==> config.mk <==
export PLATFORM = sky130hd
export DESIGN_NAME = uart_fifo_tx_engine
export DESIGN_NICKNAME = d
export VERILOG_FILES = /design/src/rtl/uart_fifo_tx_engine.sv
export SDC_FILE = /design/constraint.sdc
export NUM_CORES = 1
export LEC_CHECK = 0
export CAP_MARGIN = 20
export CORE_ASPECT_RATIO = 1.2
export CORE_MARGIN = 8
export CORE_UTILIZATION = 45
export CTS_CLUSTER_SIZE = 30
export DETAILED_ROUTE_END_ITERATION = 8
export PLACE_DENSITY_LB_ADDON = 0.12
export SLEW_MARGIN = 20
export SYNTH_ARGS = -nofsm -noshare
export SYNTH_HDL_FRONTEND = slang
export SYNTH_SLANG_ARGS = --single-unit
==> constraint.sdc <==
create_clock -name clk_in -period 2 [get_ports clk_in]
set_input_delay 0.4 -clock clk_in [delete_from_list [all_inputs] [get_ports clk_in]]
set_output_delay 0.4 -clock clk_in [all_outputs]
set_load 0.05 [all_outputs]
==> src/rtl/uart_fifo_tx_engine.sv <==
// UART transmit engine that pulls bytes from a standard (non-FWFT) FIFO and
// serialises them LSB first with optional parity and one or two stop bits.
module uart_fifo_tx_engine #(
   parameter int DATA_BITS = 8,
   parameter int PARITY    = 0,
   parameter int STOP_BITS = 1
) (
   input  logic       clk_in,
   input  logic       rst,
   input  logic       tx_en,
   input  logic       empty,
   output logic       rd_en,
   input  logic [7:0] dout,
   output logic       tx_serial_data,
   output logic       tx_busy,
   output logic       tx_done
);

   typedef enum logic [2:0] {
      IDLE  = 3'd0,
      FETCH = 3'd1,
      LOAD  = 3'd2,
      START = 3'd3,
      DATA  = 3'd4,
      PAR   = 3'd5,
      STOP  = 3'd6
   } state_t;

   localparam logic [2:0] LAST_BIT  = 3'(DATA_BITS - 1);
   localparam logic       LAST_STOP = 1'(STOP_BITS - 1);
   localparam logic       ODD_PAR   = (PARITY == 1);

   state_t                state_reg;
   logic [DATA_BITS-1:0]  shift_reg;
   logic [2:0]            bit_cnt_reg;
   logic                  stop_cnt_reg;
   logic                  parity_reg;
   logic                  line_reg;
   logic                  dout_unused;

   // Upper FIFO bits are don't-care when the frame is narrower than a byte.
   assign dout_unused = ^dout;

   // rd_en and tx_done are decoded from registered state so the read lands in
   // the very first IDLE cycle after a frame and tx_done marks the ending tick.
   assign rd_en          = (state_reg == IDLE) && !empty && !rst;
   assign tx_done        = (state_reg == STOP) && (stop_cnt_reg == LAST_STOP) && tx_en && !rst;
   assign tx_busy        = (state_reg != IDLE);
   assign tx_serial_data = line_reg;

   always_ff @(posedge clk_in) begin
      if (rst) begin
         state_reg    <= IDLE;
         shift_reg    <= '0;
         bit_cnt_reg  <= '0;
         stop_cnt_reg <= 1'b0;
         parity_reg   <= 1'b0;
         line_reg     <= 1'b1;
      end else begin
         case (state_reg)
            IDLE: begin
               if (!empty) state_reg <= FETCH;
            end
            FETCH: begin
               // FIFO data becomes valid during this cycle; capture on entry to LOAD.
               shift_reg  <= dout[DATA_BITS-1:0];
               parity_reg <= (^dout[DATA_BITS-1:0]) ^ ODD_PAR;
               state_reg  <= LOAD;
            end
            LOAD: begin
               if (tx_en) begin
                  line_reg  <= 1'b0;
                  state_reg <= START;
               end
            end
            START: begin
               if (tx_en) begin
                  line_reg    <= shift_reg[0];
                  shift_reg   <= shift_reg >> 1;
                  bit_cnt_reg <= 3'd0;
                  state_reg   <= DATA;
               end
            end
            DATA: begin
               if (tx_en) begin
                  if (bit_cnt_reg == LAST_BIT) begin
                     stop_cnt_reg <= 1'b0;
                     if (PARITY != 0) begin
                        line_reg  <= parity_reg;
                        state_reg <= PAR;
                     end else begin
                        line_reg  <= 1'b1;
                        state_reg <= STOP;
                     end
                  end else begin
                     line_reg    <= shift_reg[0];
                     shift_reg   <= shift_reg >> 1;
                     bit_cnt_reg <= bit_cnt_reg + 3'd1;
                  end
               end
            end
            PAR: begin
               if (tx_en) begin
                  line_reg     <= 1'b1;
                  stop_cnt_reg <= 1'b0;
                  state_reg    <= STOP;
               end
            end
            STOP: begin
               if (tx_en) begin
                  if (stop_cnt_reg == LAST_STOP) state_reg <= IDLE;
                  else                           stop_cnt_reg <= stop_cnt_reg + 1'b1;
               end
            end
            default: state_reg <= IDLE;
         endcase
      end
   end

endmodule

Word-level counts from Yosys, hierarchy flattened
Index checks and enable logic that the tools add are counted.

$add $sub $neg: 2. Equality and inequality tests: 16. Mux-type cells: 28. Bitwise logic cells: 1. Reduce and logical (&&, ||, !) cells: 18.

Operators by type and width (number): $mux W3 (11); $mux W8 (3); $pmux W8 S3 (1); $pmux W3 S7 (1); $ne A2 B2 Y1 const B (9); $eq A3 B3 Y1 const B (4); $reduce_and A5 Y1 (2); $mux W1 (9); $reduce_bool A3 Y1 (3); $reduce_and A4 Y1 (2); $reduce_and A8 Y1 (1); $eq A3 B2 Y1 const B (2); $pmux W3 S2 (1); $logic_and A1 B1 Y1 (5); $pmux W1 S4 (1); $reduce_bool A4 Y1 (1); $add A3 B1 Y3 const B (1); $eq A3 B1 Y1 const B (1); $logic_not A3 Y1 (1); $pmux W1 S3 (1); $logic_not A1 Y1 (2); $reduce_bool A2 Y1 (1); $add A1 B1 Y1 const B (1); $not A1 Y1 (1).

Flip-flop bits (word level): 16. Bits of input ports: 12. Output and inout bits: 4. Word-level logic and storage cells: 70.

Longest topological paths before layout
Depth after elaboration: 4. Gate-level depth with buffers: 7. Mapped depth without buffers: 6.

Least setup slack after synthesis
No wires, ideal clock.

Path type: register -> output. Start: register state_reg[1]. End: output tx_done. Arrival time: 2.398 ns. Data required time: 1.600 ns. Setup slack: -0.798 ns. Cell stages (with the launch flop): 5. Path buffers: 2. Cells stage by stage: dfxtp_1 buf_6 clkbuf_1 nand2_1 nor4b_1.

Longest elaborated chain between the ends: 4.

Ends and longest elaborated chain: start: declaration (line 33) `state_t state_reg;`; start signal: assignment (line 53) `state_reg <= IDLE;`; start signal: assignment (line 62) `if (!empty) state_reg <= FETCH;`; start signal: assignment (line 68) `state_reg <= LOAD;`; $eq A3 B3 Y1 (line 47) `assign tx_done = (state_reg == STOP) && (stop_cnt_reg == LAST_STOP) && tx_en && !rst;`; $logic_and A1 B1 Y1 (3 in a row) (line 47); end: declaration (line 16) `output logic tx_done`.

Every way passes these cells.

Worst setup path after layout
Start: input rst. End: output tx_done.

Longest elaborated chain between the ends: 2.

Ends and longest elaborated chain: start: declaration (line 9) `input logic rst,`; $logic_not A1 Y1 (line 47); $logic_and A1 B1 Y1 (line 47).

Every way passes these cells.

==> impl_metrics.yaml <==
run_status:
  status: "finished, final reports clean"
synthesis:
  ys_ff_latch: 15
  synth_top_family_by_area: "compound AO/OA/AOI/OAI gates"
  synth_async_sr_flop_share_pct: 0
  yosys.area_share.simple_pct: 23.71
  synth_nets: 108
  synth_area_per_cell_sq_um: 9.544
  synth_cells: 94
  synth-edff-count: 0
  ys_types: 33
  ys_seq_area_share_pct: 33.47
  synthTopCellsByArea: "dfxtp_1 (33%), a211oi_2 (9.8%), mux2i_1 (7.8%)"
  synth_fa_ha_area_share_pct: 2.789
  synth_compound_area_share_pct: 25.24
  syn_area_sq_um: 897.1
  synth.top_cell.area_share_pct: 33.47
  synthMuxAreaShare_pct: 7.810
  synth_largest_area_cell: "dfxtp_1"
  ys_warn_count: 0
  synth_xor_area_share_pct: 0.9763
  yosys_most_used_dff: "dfxtp_1"
floorplan:
  io_pins: 16
  core_sq_um: 1872
  die_h_um: 64.91
  die-area_sq_um: 3684
  start_util_pct: 47.93
  rows: 17
  fp.dieW_um: 56.76
final_layout:
  num-fill-cells: 163
  largest_register_ffs: 8
  final-seq-area_sq_um: 301.5
  drive_gt1_share_pct: 22.94
  finalNetCount: 124
  final_cell_mix: "nor2_1 (14), dfxtp_1 (14), clkdlybuf4s50_1 (12)"
  antenna_cells: 0
  finalInstanceArea_sq_um: 1121
  area_growth_pct: 24.97
  multiInputGateArea_sq_um: 555.5
min_path:
  holdCritPathClass: "reg2reg"
  hp-start: "bit_cnt_reg[0]$_SDFFE_PP0P_"
  hold_depth: 1
grt:
  grt_pass1_vias: 674
  grt_antenna_before_repair: 0
  grt_use_total_pct: 9.587
  grt_max_degree: 16
  grt_overflow: 0
  grt_pass1_wl_mm: 3.029
setup_path:
  cp.required_ps: 1600
  cp.arrival_ps: 1530
  regToRegStartpoint: "bit_cnt_reg[0]$_SDFFE_PP0P_"
  ff2ff_path_depth: 6
  critPathLaunch: "rst"
  start_kind: "input port"
  endpoint_kind: "primary output"
  critPathKind: "in2out"
  cp_max_fo: 6
timing:
  fmax_mhz: 517.2
  min_period_ps: 1933
  slew_headroom_pct: 67.17
  finalHoldViolCount: 0
  setup_ws_ps: 66.69
  finalCritPeriodShare_pct: 96.67
  grt_setup_unrepaired: "false"
  slew_violations: 0
  setup_tns_ps: 0
  worstMarginPinSlew_ps: 490.9
  setup_viol: 0
  fin_skew_ps: 6.277
cts:
  clkSinkCount: 15
  ctsRootBufferMaster: "clkbuf_4"
  cts_buffers: 3
  cts_setup_buffers: 0
  clkTransAtPathRegs_ps: 90
  clock_path_buffers: 2
  cts_tree: "built"
  htreeDepth: 1
  clock_latency_ps: 270
detailed_routing:
  drt_iter0_drc: 8
  wl_mm: 1.739
  vias: 717
  drt-wirelength-per-cell_um: 13.59
  via_per_inst: 5.602
  firstDrtPassIters: 4
  ant_nets: 0
  post-route-drc-count: 0
placement:
  post-dp-hpwl_mm: 1.320
  gp_congestion: 0.7640
  io_buffers: 15
  pre_cts_ws_ps: 53.41
  post_dp_cell_area_sq_um: 1094
pwr:
  leakage_uw: 0.0004427
  vdd.ir_drop.worst_v: 0.0005182
  powerDensity_nw_per_um2: 765.3
job:
  drv_cap: 0
==> per-layer routing <==
metal / up-vias / wire length [um] / track usage [%]
met1: 331 / 820 / 12.42
met4: 0 / 21 / 3.824
met2: 10 / 838 / 14.70
li1: 374 / - / -
met3: 2 / 59 / 2.534
met5: - / 0 / 0
==> where the power goes <==
part	leakage, uW	internal [uW]	switching [uW]
registers	0.000123	334	36.7
logic	0.000305	155	160
clock network	0.0000150	77.1	96.1
total	0.000443	565	293
==> worst paths after layout <==
| path | to | slack [ps] |
|---|---|---|
| max | tx_done | 70 |
| min | bit_cnt_reg[0]$_SDFFE_PP0P_ | 490 |
| max reg2reg | shift_reg[1]$_SDFFE_PP0P_ | 320 |
| min reg2reg | bit_cnt_reg[0]$_SDFFE_PP0P_ | 490 |
==> timing repair <==
| action | in CTS | in global routing |
|---|---|---|
| gates resized for setup | 0 | 1 |
| hold buffers | 0 | 0 |
| setup endpoints to repair | 0 | 1 |
==> synth_stat cells, types with 2 or more instances <==
master,instances
a211oi_1,2
a211oi_2,7
a21oi_1,2
buf_6,2
clkbuf_1,3
dfxtp_1,15
ha_1,2
mux2i_1,7
nand2_1,6
nand2b_1,2
nand3b_1,5
nor2_1,14
nor4b_1,2
o21ai_0,4
o21ai_1,3
==> metrics by stage <==
step | hold WS (ps) | std cells | power (uW) | util (%)
3_3_place_gp | 459.1 | 124 | 687.1 | 58.42
4_1_cts | 494.5 | 128 | 868.3 | 59.83
2_1_floorplan | 439.5 | 94 | 605.9 | -
3_5_place_dp | 480.6 | 124 | 692.9 | 58.42
6_report | 489.9 | 128 | 858.0 | 59.89
5_1_grt | 527.8 | 128 | 909.6 | 59.89
==> kinds of logic (layout without fill, tap and decap cells) <==
kind of cell,Yosys count,after routing
AND/OR/NAND/NOR,36,36
AO/OA/AOI/OAI,24,24
flip-flops,15,15
buffers and inverters,9,24
multiplexers,7,7
adder cells (fa/ha/maj),2,2
XOR/XNOR,1,1
==> critical path, stage by stage <==
cell and delay (ps):
clkdlybuf4s50_1 530, nor4b_2 410, buf_12 190
==> cell type report <==
| type | instances | area share [%] |
|---|---|---|
| multi-input cells | 70 | 49.55 |
| flip-flops and latches | 15 | 26.90 |
| repair buffers | 19 | 18.75 |
| clock buffers | 4 | 2.344 |
| well taps | 19 | 2.121 |
| inverters | 1 | 0.3348 |
Note: power is estimated with default switching activity, not from simulation.
